### config.mk
export PLATFORM = sky130hd
export DESIGN_NAME = simplez_kbd
export DESIGN_NICKNAME = d
export VERILOG_FILES = /design/src/rtl/simplez_kbd.sv
export SDC_FILE = /design/constraint.sdc
export NUM_CORES = 1
export LEC_CHECK = 0
export ABC_AREA = 1
export BUFFER_PORTS_ARGS = -buffer_cell sky130_fd_sc_hd__buf_2
export CORE_ASPECT_RATIO = 1.4
export CORE_UTILIZATION = 30
export DETAILED_ROUTE_END_ITERATION = 8
export GPL_TIMING_DRIVEN = 0
export PLACE_DENSITY = 0.46
export SLEW_MARGIN = 10
export SYNTH_ARGS = -nofsm -noshare
export SYNTH_HDL_FRONTEND = slang
export SYNTH_SLANG_ARGS = --single-unit
### constraint.sdc
create_clock -name clk -period 2.4 [get_ports clk]
set_clock_uncertainty 0.2 [all_clocks]
set_input_delay 0 -clock clk [delete_from_list [all_inputs] [get_ports clk]]
set_output_delay 0 -clock clk [all_outputs]
set_load 0.05 [all_outputs]
### src/rtl/simplez_kbd.sv
// simplez_kbd: 8N1 serial receiver for the Simplez CPU.
// It has a one-byte holding register, a status register read at 506 and a
// data register read at 507. Reading the data register clears all flags.
module simplez_kbd #(
  parameter int unsigned BAUD = 104
) (
  input  logic        clk,
  input  logic        rstn,
  input  logic        rx,
  input  logic        status_cs,
  input  logic        data_cs,
  output logic [11:0] dout,
  output logic        rcv
);

  // Counter reload values. Each wait ends when the counter reaches zero,
  // so a load of N-1 gives a wait of N cycles.
  localparam logic [15:0] BIT_LEN  = 16'(BAUD - 1);
  localparam logic [15:0] HALF_LEN = 16'((BAUD >> 1) - 1);

  typedef enum logic [1:0] {IDLE, START, DATA, STOP} state_t;

  state_t      state, state_nxt;
  logic [15:0] cnt, cnt_nxt;
  logic [2:0]  bidx, bidx_nxt;
  logic        rx_m, rxs, rxs_d;
  logic [7:0]  shift, hold;
  logic        ready, ovr, ferr;
  logic        shift_en, frame_ok, frame_bad, tick;

  assign tick = (cnt == 16'd0);
  assign rcv  = ready;

  // Two-flop synchroniser, plus a delayed copy of rxs for edge detection.
  always_ff @(posedge clk or negedge rstn) begin
    if (!rstn) begin
      rx_m  <= 1'b1;
      rxs   <= 1'b1;
      rxs_d <= 1'b1;
    end else begin
      rx_m  <= rx;
      rxs   <= rx_m;
      rxs_d <= rxs;
    end
  end

  // FSM state, bit timer and bit index registers.
  always_ff @(posedge clk or negedge rstn) begin
    if (!rstn) begin
      state <= IDLE;
      cnt   <= 16'd0;
      bidx  <= 3'd0;
    end else begin
      state <= state_nxt;
      cnt   <= cnt_nxt;
      bidx  <= bidx_nxt;
    end
  end

  // Next state. The counter is reloaded on every state entry and after
  // every data bit. The frame result is flagged in the cycle of the stop
  // sample.
  always_comb begin
    state_nxt = state;
    cnt_nxt   = cnt - 16'd1;
    bidx_nxt  = bidx;
    shift_en  = 1'b0;
    frame_ok  = 1'b0;
    frame_bad = 1'b0;
    unique case (state)
      IDLE: begin
        cnt_nxt = cnt;
        if (rxs_d && !rxs) begin
          state_nxt = START;
          cnt_nxt   = HALF_LEN;
        end
      end
      START: begin
        if (tick) begin
          if (!rxs) begin
            state_nxt = DATA;
            cnt_nxt   = BIT_LEN;
            bidx_nxt  = 3'd0;
          end else begin
            state_nxt = IDLE;
          end
        end
      end
      DATA: begin
        if (tick) begin
          shift_en = 1'b1;
          cnt_nxt  = BIT_LEN;
          if (bidx == 3'd7) state_nxt = STOP;
          else              bidx_nxt  = bidx + 3'd1;
        end
      end
      STOP: begin
        if (tick) begin
          state_nxt = IDLE;
          frame_ok  = rxs;
          frame_bad = !rxs;
        end
      end
      default: state_nxt = IDLE;
    endcase
  end

  // Shift register. Bits arrive LSB first, so new bits enter at the top.
  always_ff @(posedge clk or negedge rstn) begin
    if (!rstn)         shift <= 8'd0;
    else if (shift_en) shift <= {rxs, shift[7:1]};
  end

  // Holding register and flags. A data read in the same cycle as frame
  // completion counts as consuming the old byte first. The new byte is
  // then loaded without overrun, and ferr reflects only the new frame.
  always_ff @(posedge clk or negedge rstn) begin
    if (!rstn) begin
      hold  <= 8'd0;
      ready <= 1'b0;
      ovr   <= 1'b0;
      ferr  <= 1'b0;
    end else if (frame_ok) begin
      if (data_cs || !ready) begin
        hold  <= shift;
        ready <= 1'b1;
      end else begin
        ovr <= 1'b1;
      end
      if (data_cs) begin
        ovr  <= 1'b0;
        ferr <= 1'b0;
      end
    end else if (frame_bad) begin
      ferr <= 1'b1;
      if (data_cs) begin
        ready <= 1'b0;
        ovr   <= 1'b0;
      end
    end else if (data_cs) begin
      ready <= 1'b0;
      ovr   <= 1'b0;
      ferr  <= 1'b0;
    end
  end

  // Registered read port. If both strobes are active, data wins.
  always_ff @(posedge clk or negedge rstn) begin
    if (!rstn)          dout <= 12'h000;
    else if (data_cs)   dout <= {4'b0, hold};
    else if (status_cs) dout <= {9'b0, ferr, ovr, ready};
  end

endmodule

; ---- Word-level counts from Yosys, hierarchy flattened
; Cells that the tools add are included.
[op_classes]
add_sub_neg = 2
multipliers = 0
div_mod_pow = 0
n_lt_le_gt_ge = 0
n_eq_ne = 13
shifts = 0
n_mux = 34
bitwise_logic = 0
reduce_logical = 14
[op_table]
columns = operator, count
row1 = $mux W16, 4
row2 = $pmux W16 S3, 1
row3 = $mux W12, 2
row4 = $logic_not A16 Y1, 1
row5 = $ne A2 B2 Y1 const B, 8
row6 = $sub A16 B1 Y16 const B, 1
row7 = $mux W1, 15
row8 = $mux W2, 6
row9 = $mux W3, 4
row10 = $reduce_and A5 Y1, 2
row11 = $pmux W2 S4, 1
row12 = $pmux W3 S2, 1
row13 = $reduce_and A2 Y1, 3
row14 = $reduce_bool A2 Y1, 3
row15 = $eq A2 B2 Y1 const B, 2
row16 = $add A3 B1 Y3 const B, 1
row17 = $eq A3 B3 Y1 const B, 1
row18 = $eq A2 B1 Y1 const B, 1
row19 = $logic_not A1 Y1, 2
row20 = $logic_not A2 Y1, 1
row21 = $ne A2 B1 Y1 const B, 1
row22 = $logic_and A1 B1 Y1, 1
row23 = $logic_or A1 B1 Y1, 1
[totals]
reg_bits = 55
latch_bits = 0
mem_bits_rw = 0
romBits = 0
output_inout_bits = 13
memories = 0

; ---- Longest topological paths before layout
; Gate-level depths: netlist (run 1).
[depth]
ltp_word = 5
depth_mapped = 10

; ---- Worst setup path after synthesis (run 1)
; OpenSTA, ideal clock, no wires.
[synth_timing]
path_type = register to register
from = reg cnt[0]
to = reg hold[6]
setup_time_ns = 0.117
arrival_time_ns = 1.420
path_slack_ns = 0.663
path_stages_with_launch = 11
synth_period_minus_slack_ns = 1.737
cell_sequence = dfrtp_1 -> inv_1 -> ha_1 -> nand3_2 -> nor2_4 -> nand2_2 -> nor2_4 -> nand3_4 -> buf_6 -> nand2_2 -> o21ai_2
[synth_via]
elab_chain_len = 4
[synth_lines]
columns = item, line
row1 = start: declaration, 24  ; logic [15:0] cnt, cnt_nxt;
row2 = start signal: assignment, 55  ; cnt <= cnt_nxt;
row3 = $logic_not A16 Y1, 31  ; assign tick = (cnt == 16'd0);
row4 = $mux W1, 98  ; if (tick) begin
row5 = $mux W1, 70  ; unique case (state)
row6 = $reduce_and A2 Y1 (no line), n/a
row7 = end signal: assignment, 125  ; hold <= shift;
row8 = end: declaration, 27  ; logic [7:0] shift, hold;
; No other way between the ends.
; A chain may end at the register's enable or synchronous reset.

; ---- Worst setup path in the final report (run 1)
; Ends and elaborated chain as after synthesis.

==> impl_results.md, run 1 <==
- Comb pwr share: 0.347
- Cell Int Power: 1530 uW
- Cell variety after synth: 35
- Final ANT Viol Nets: 0
- Synthesized cell area: 2440 um^2
- Post-CTS Resized: 0
- CP Data Required Time: roughly 2400 ps
- # DRC: 0
- Clk slew on worst S/H paths: 90 ps
- Initial Utilization: 0.312
- RSZ-0062 raised after global routing: no
- Final Max Slew Viols: 0
- WL final: 5.05 mm
- # Post-CTS Setup Buffers: 0
- Number of vias per cell: 4.49
- GRT overflow: 0
- Top post-synthesis cells by area: dfrtp_1, nand2_1, nor2_1, inv_1, dfstp_2
- CTS tree: yes
- Clock insertion delay at the later pin of the skew report: approximately 300 ps
- CP Launch Type: flop
- Yosys warnings: 0
- IO Pins: 18
- Period minus WS final: 1950 ps
- Pwr dens: 890 nW/um^2
- Cells after Synth: 276
- Maximum vdd ir drop: approximately 0.38 mV
- Largest family of logic cells by synthesized area: simple AND/OR/NAND/NOR gates
- Die Area: between 8000 and 9000 um^2
- Compound-Gate Fraction of Synth Area: 0.108
- Status: completed
- First-pass GRT wire length: about 9 mm
- Total net switching power: 957 uW
- Share of cells above drive strength 1: 0.197
- CORE AREA: 7850 um^2
- # diodes: 0
- Lkg Pwr: 0.00139 uW
- Non-Filler Instances: ~400
- Detailed Place HPWL: 3.62 mm
- Synth Area in Simple Gates: 0.246
- Crit-path max cell delay: 370 ps
- Die Y: 109 um
- Worst path slowest cell: dfrtp_1
- Area of the multi-input gates: 981 um^2
- # nets final: a little over 300
- Achievable Freq: between 500 and 600 MHz
- Critical Path Fanout Max: 10
- Final hold vios: 0
- Max Cap Viol: 0
- Via count: between 1,500 and 2,000
- Post-Synth Adder-Cell Area: 0.0154
- Iter 0 DRT Violations: 55
- Number of core rows: 38
- Register area share after synthesis: 0.524
- Met1 Wirelength: 2.21 mm
- Sequential cell area: 1280 um^2
- Routability cong.: 0.767
- Syn Area/Cell: between 8 and 9 um^2
- Clk buf depth: 2
- DR WL/cell: between 10 and 15 um
- Gr usage total: 0.136
- Slew of the pin with the lowest slew margin: 652 ps
- Switching share of power: 0.385
- Setup violators final: 0
- Post-synthesis mux area share: 0
- Met2 routed WL: 2.65 mm
- Synth Area in XOR/XNOR: 0.0251
- Leading cell types in the layout, fill and taps excluded: nand2_1, dfrtp_1, nor2_1
- Hold_buf cts: 5
- Setup TNS: 0 ps
- # H-tree levels: 2
- Clk sinks: between 50 and 60
- Initial antenna violation count: 0
- Worst EP arrival: 1940 ps
- Synth Register Bits: 51
- Worst min path class: input port to asynchronous set/reset pin
- Total CTS buffers: 5
- Largest net degree at the start of global routing: 52
- Commonest non-fill, non-tap cell in the layout: nand2_1
- I/O Buffers: 12
- Vias in the first global route: approximately 1,900
- Fin crit share: 0.811
- Chip Width: 78.3 um
- Placed cells: between 300 and 400
- CTS root buffer: clkbuf_8
- Rel. slew slack: 0.566
- Crit Path Class: flop to flop
- Clock power frac: 0.221
- Area grow syn2layout: 14.3%
- CP Cell Sequence: inv_1 > ha_1 > nand3_2 > nor2_4 > nand2_2 > nor2_4 > nand3_4 > buf_6 > nand2_2 > o21ai_2
- Drt pass-1 iters: 4
- Routed wl met3: 94 um
- Top sig layer: met4
- Yosys top cell by area: dfrtp_1
- Worst setup EP type: flop
- Filler Cell Count: 850
- Sequential share of power: 0.433
- Top cell type's share of synthesized area: 0.491
-- power by group through the flow --
stage	clock [uW]	combinational, uW	sequential, uW
after detailed placement	0	866	1090
final	549	862	1080
after global placement	0	855	1090
after CTS	570	877	1080
after floorplan	0	690	1070
after global routing	595	988	1100
-- area by class of cell --
class,instances,share of cell area
multi-input combinational,186,0.351
buffer,11,0.0282
sequential,51,0.458
inverter,31,0.0416
clock buffer,8,0.0358
timing repair buffer,17,0.0403
tap,100,0.0448
-- cells in the mapped netlist, drive strengths merged --
| cell | count |
|---|---|
| a21oi | 5 |
| a22o | 6 |
| buf | 10 |
| clkbuf | 1 |
| clkinv | 1 |
| conb | 1 |
| dfrtp | 48 |
| dfstp | 3 |
| ha | 3 |
| inv | 30 |
| nand2 | 71 |
| nand3 | 19 |
| nand3b | 1 |
| nand4 | 3 |
| nor2 | 35 |
| nor3 | 1 |
| nor4 | 1 |
| o211ai | 2 |
| o21ai | 25 |
| o22ai | 1 |
| o31ai | 1 |
| or2 | 1 |
| xnor2 | 3 |
| xor2 | 4 |
-- worst max-delay path: cells and delay by family, from the launching register on --
| kind | cells | cell delay (ps) |
|---|---|---|
| flops | 1 | 370 |
| buf+inv | 2 | 290 |
| compound gates | 1 | 40 |
| simple gates | 6 | 720 |
| fa+ha+maj | 1 | 220 |
-- per-stage QoR --
step           cell area (um^2)  power, uW  setup WS (ps)   util  hold WS [ps]
2_1_floorplan              2460       1760            663      -          -496
3_3_place_gp               2640       1950            454  0.337         -94.0
3_5_place_dp               2640       1960            448  0.337         -91.5
4_1_cts                    2790       2520            429  0.356           123
5_1_grt                    2790       2680            282  0.356           144
6_report                   2790       2490            453  0.356          61.0
-- path summary, 6_finish.rpt --
check | start | endpoint | slack [ps] | cells past startpoint
max | cnt[0] | hold[6] | 450 | 10
min | rstn | cnt[4] | 60 | 2
max reg2reg | cnt[0] | hold[6] | 450 | 10
min reg2reg | rx_m | rxs | 160 | 0
max in group asynchronous | rstn | hold[5] | 1500 | 2
min in group clk | rx | rx_m | 130 | 2
-- per-layer routing --
layer,global-route usage,vias up
li1,-,926
met1,0.154,860
met2,0.251,19
met3,0.0209,8
met4,0.0556,0
met5,0,-
-- kinds of logic (layout without fill, tap and decap cells) --
logic type | after synthesis | in the layout
compound gates | 40 | 40
xor+xnor | 7 | 7
fa+ha+maj | 3 | 3
buf+inv | 42 | 67
flops | 51 | 51
other cells | 1 | 4
simple gates | 132 | 132
-- state kept, by name (all words and copies together) (netlist names), named ones only --
name   flops
bidx       3
cnt       16
dout       8
ferr       1
hold       8
ovr        1
rcv        1
rx_m       1
rxs        1
rxs_d      1
shift      8
state      1
Power figures use the tool's default switching activity.
==> run 2: changes to the inputs <==
Settings changed: ABC_AREA 1 to 0, PLACE_DENSITY 0.46 to 0.48.
Clock period 2.4 ns to 1.6 ns, I/O delays scaled along.
==> impl_results.md, run 2 <==
- Crit-path max cell delay: 550 ps
- Clk buf depth: 2
- Setup TNS: -19,320 ps
- Most flops, register: cnt
- WL final: 5.73 mm
- Lkg Pwr: 0.00143 uW
- # diodes: 0
- Top post-synthesis cells by area: dfrtp_1, mux2_2, dfstp_2, o21ai_0, a22o_1
- Clk slew on worst S/H paths: 110 ps
- Register area share after synthesis: 0.535
- Slew of the pin with the lowest slew margin: approximately 650 ps
- Rel. slew slack: 0.568
- Clk sinks: just over 50
- Gr usage total: 0.146
- IO Pins: 18
- Ys flop type: dfrtp_1
- Most frequent cell after synthesis: dfrtp_1
- Number of vias per cell: 5.16
- Cells after Synth: ~210
- Async set-reset flop share out of synthesis: 1.00
- Critical Path Fanout Max: 8
- CP Cell Sequence: or4_4 > nand4b_4 > buf_6 > nor2_4 > buf_12 > mux2_4
- Syn Area/Cell: 11.3 um^2
- RSZ-0062 raised after global routing: yes
- EDFF count, synth: 0
- Achievable Freq: about 450 MHz
- First-pass GRT wire length: 9.40 mm
- Number of core rows: 38
- CP Launch Type: flop
- Total CTS buffers: 5
- Fin crit share: 1.38
- Drt pass-1 iters: 4
- # nets final: 266
- Violated checks: negative setup slack
- CTS root buffer: clkbuf_8
- Setup violators final: 39
- Synth cell count leaders: dfrtp_1, mux2_2, nor2_1, o21ai_0, nand2_1
- Pwr dens: 1390 nW/um^2
- Largest net degree at the start of global routing: 52
- Commonest non-fill, non-tap cell in the layout: dfrtp_1
- Final hold slack: 56.0 ps
- Status: finished with violations
- CORE AREA: 7750 um^2
- Die Y: 108 um
- Chip Width: 77.5 um
- # DRC: 0
- Yosys top cell by area: dfrtp_1
- Cell variety after synth: 48
- Routability cong.: 0.757
- Synth Register Bits: 51
- Via count: approximately 1,900
- Initial antenna violation count: 0
- Area grow syn2layout: 35.6%
- Worst min path class: input port to asynchronous set/reset pin
- DR WL/cell: 16.0 um
- Pwr Total: 4490 uW
- Max Cap Viol: 0
- Worst setup EP type: flop
- # H-tree levels: 2
- Final ANT Viol Nets: 0
- Maximum vdd ir drop: 0.520 mV
- CP Data Required Time: 1590 ps
- Initial Utilization: 0.309
- Worst EP arrival: 2200 ps
- Final setup margin: -609 ps
- Top cell type's share of synthesized area: 0.502
- Share of cells above drive strength 1: 0.432
- Detailed Place HPWL: 3.52 mm
- GRT overflow: 0
- I/O Buffers: 13
- Vias in the first global route: around 1,900
- CTS tree: yes
- Period minus WS final: 2210 ps
- Yosys warnings: 0
- Iter 0 DRT Violations: 77
- Crit Path Class: flop to flop
- Die Area: 8340 um^2
- Clock insertion delay at the later pin of the skew report: 310 ps
- Final hold vios: 0
- Synthesized cell area: 2390 um^2
- Worst path slowest cell: or4_4
- Final Max Slew Viols: 0
- Leading cell types in the layout, fill and taps excluded: dfrtp_1, buf_4, mux2_4
- Max FFs per register: 16
run 2: through the flow:
stage / std cells / utilization / worst slack [ps] / instance area, um^2
after floorplan: 214 / - / -610 / 2450
after global placement: 327 / 0.341 / -912 / 2640
after detailed placement: 327 / 0.341 / -910 / 2640
after CTS: 353 / 0.397 / -615 / 3080
after global routing: 359 / 0.418 / -664 / 3240
final: 359 / 0.418 / -609 / 3240
run 2: final cells by class:
type | count | area [um^2]
Sequential cell | 51 | 1280
Tap cell | 100 | 125
Multi-Input combinational cell | 146 | 1300
Clock inverter | 3 | 26.3
Buffer | 10 | 93.8
Clock buffer | 5 | 68.8
Fill cell | 743 | 4510
Timing Repair Buffer | 38 | 323
Inverter | 6 | 22.5
run 2: path summary, 6_finish.rpt:
check | slack (ps) | cells past startpoint | endpoint | start
setup reg to reg | -610 | 6 | shift[0] | cnt[13]
hold / removal | 60 | 2 | dout[7] | rstn
max in group asynchronous | 690 | 2 | cnt[12] | rstn
hold reg to reg | 160 | 0 | rxs | rx_m
min in group clk | 140 | 2 | rx_m | rx
setup / recovery | -610 | 6 | shift[0] | cnt[13]
run 2: cell families after synthesis:
group / count (synthesis) / synth area share
muxes: 20 / 0.0926
other: 1 / 0.00157
DFF: 51 / 0.535
buffers and inverters: 17 / 0.0366
AOI/OAI and AO/OA: 55 / 0.155
and+or+nand+nor: 64 / 0.163
adders and majority gates: 3 / 0.0157
run 2: power breakdown:
group / total [uW] / internal, uW / switching [uW]
Combinational: 1940 / 896 / 1040
Sequential: 1770 / 1500 / 270
Clock: 790 / 323 / 467
run 2: per-layer routing:
layer / wire length, um / up-vias / GRT usage / share of wire
met3: 100 / 10 / 0.0271 / 0.017
li1: - / 875 / - / -
met2: 3050 / 27 / 0.262 / 0.53
met4: 127 / 0 / 0.0580 / 0.022
met5: 0 / - / 0 / 0
met1: 2460 / 940 / 0.169 / 0.43
run 2: repair_timing:
| action | in CTS | in global routing |
|---|---|---|
| hold buffers | 4 | 0 |
| hold endpoints to repair | 56 | 0 |
| pin swaps | 9 | 9 |
| setup endpoints to repair | 40 | 40 |
| gates resized for setup | 39 | 35 |
| gates cloned | 0 | 1 |
| buffers inserted | 15 | 5 |
run 2: critical path, delay by kind of cell, from the launching register on:
family / cells / cell delay, ps
multiplexers: 1 / 300
buffers and inverters: 2 / 320
flip-flops: 1 / 400
AND/OR/NAND/NOR: 3 / 870
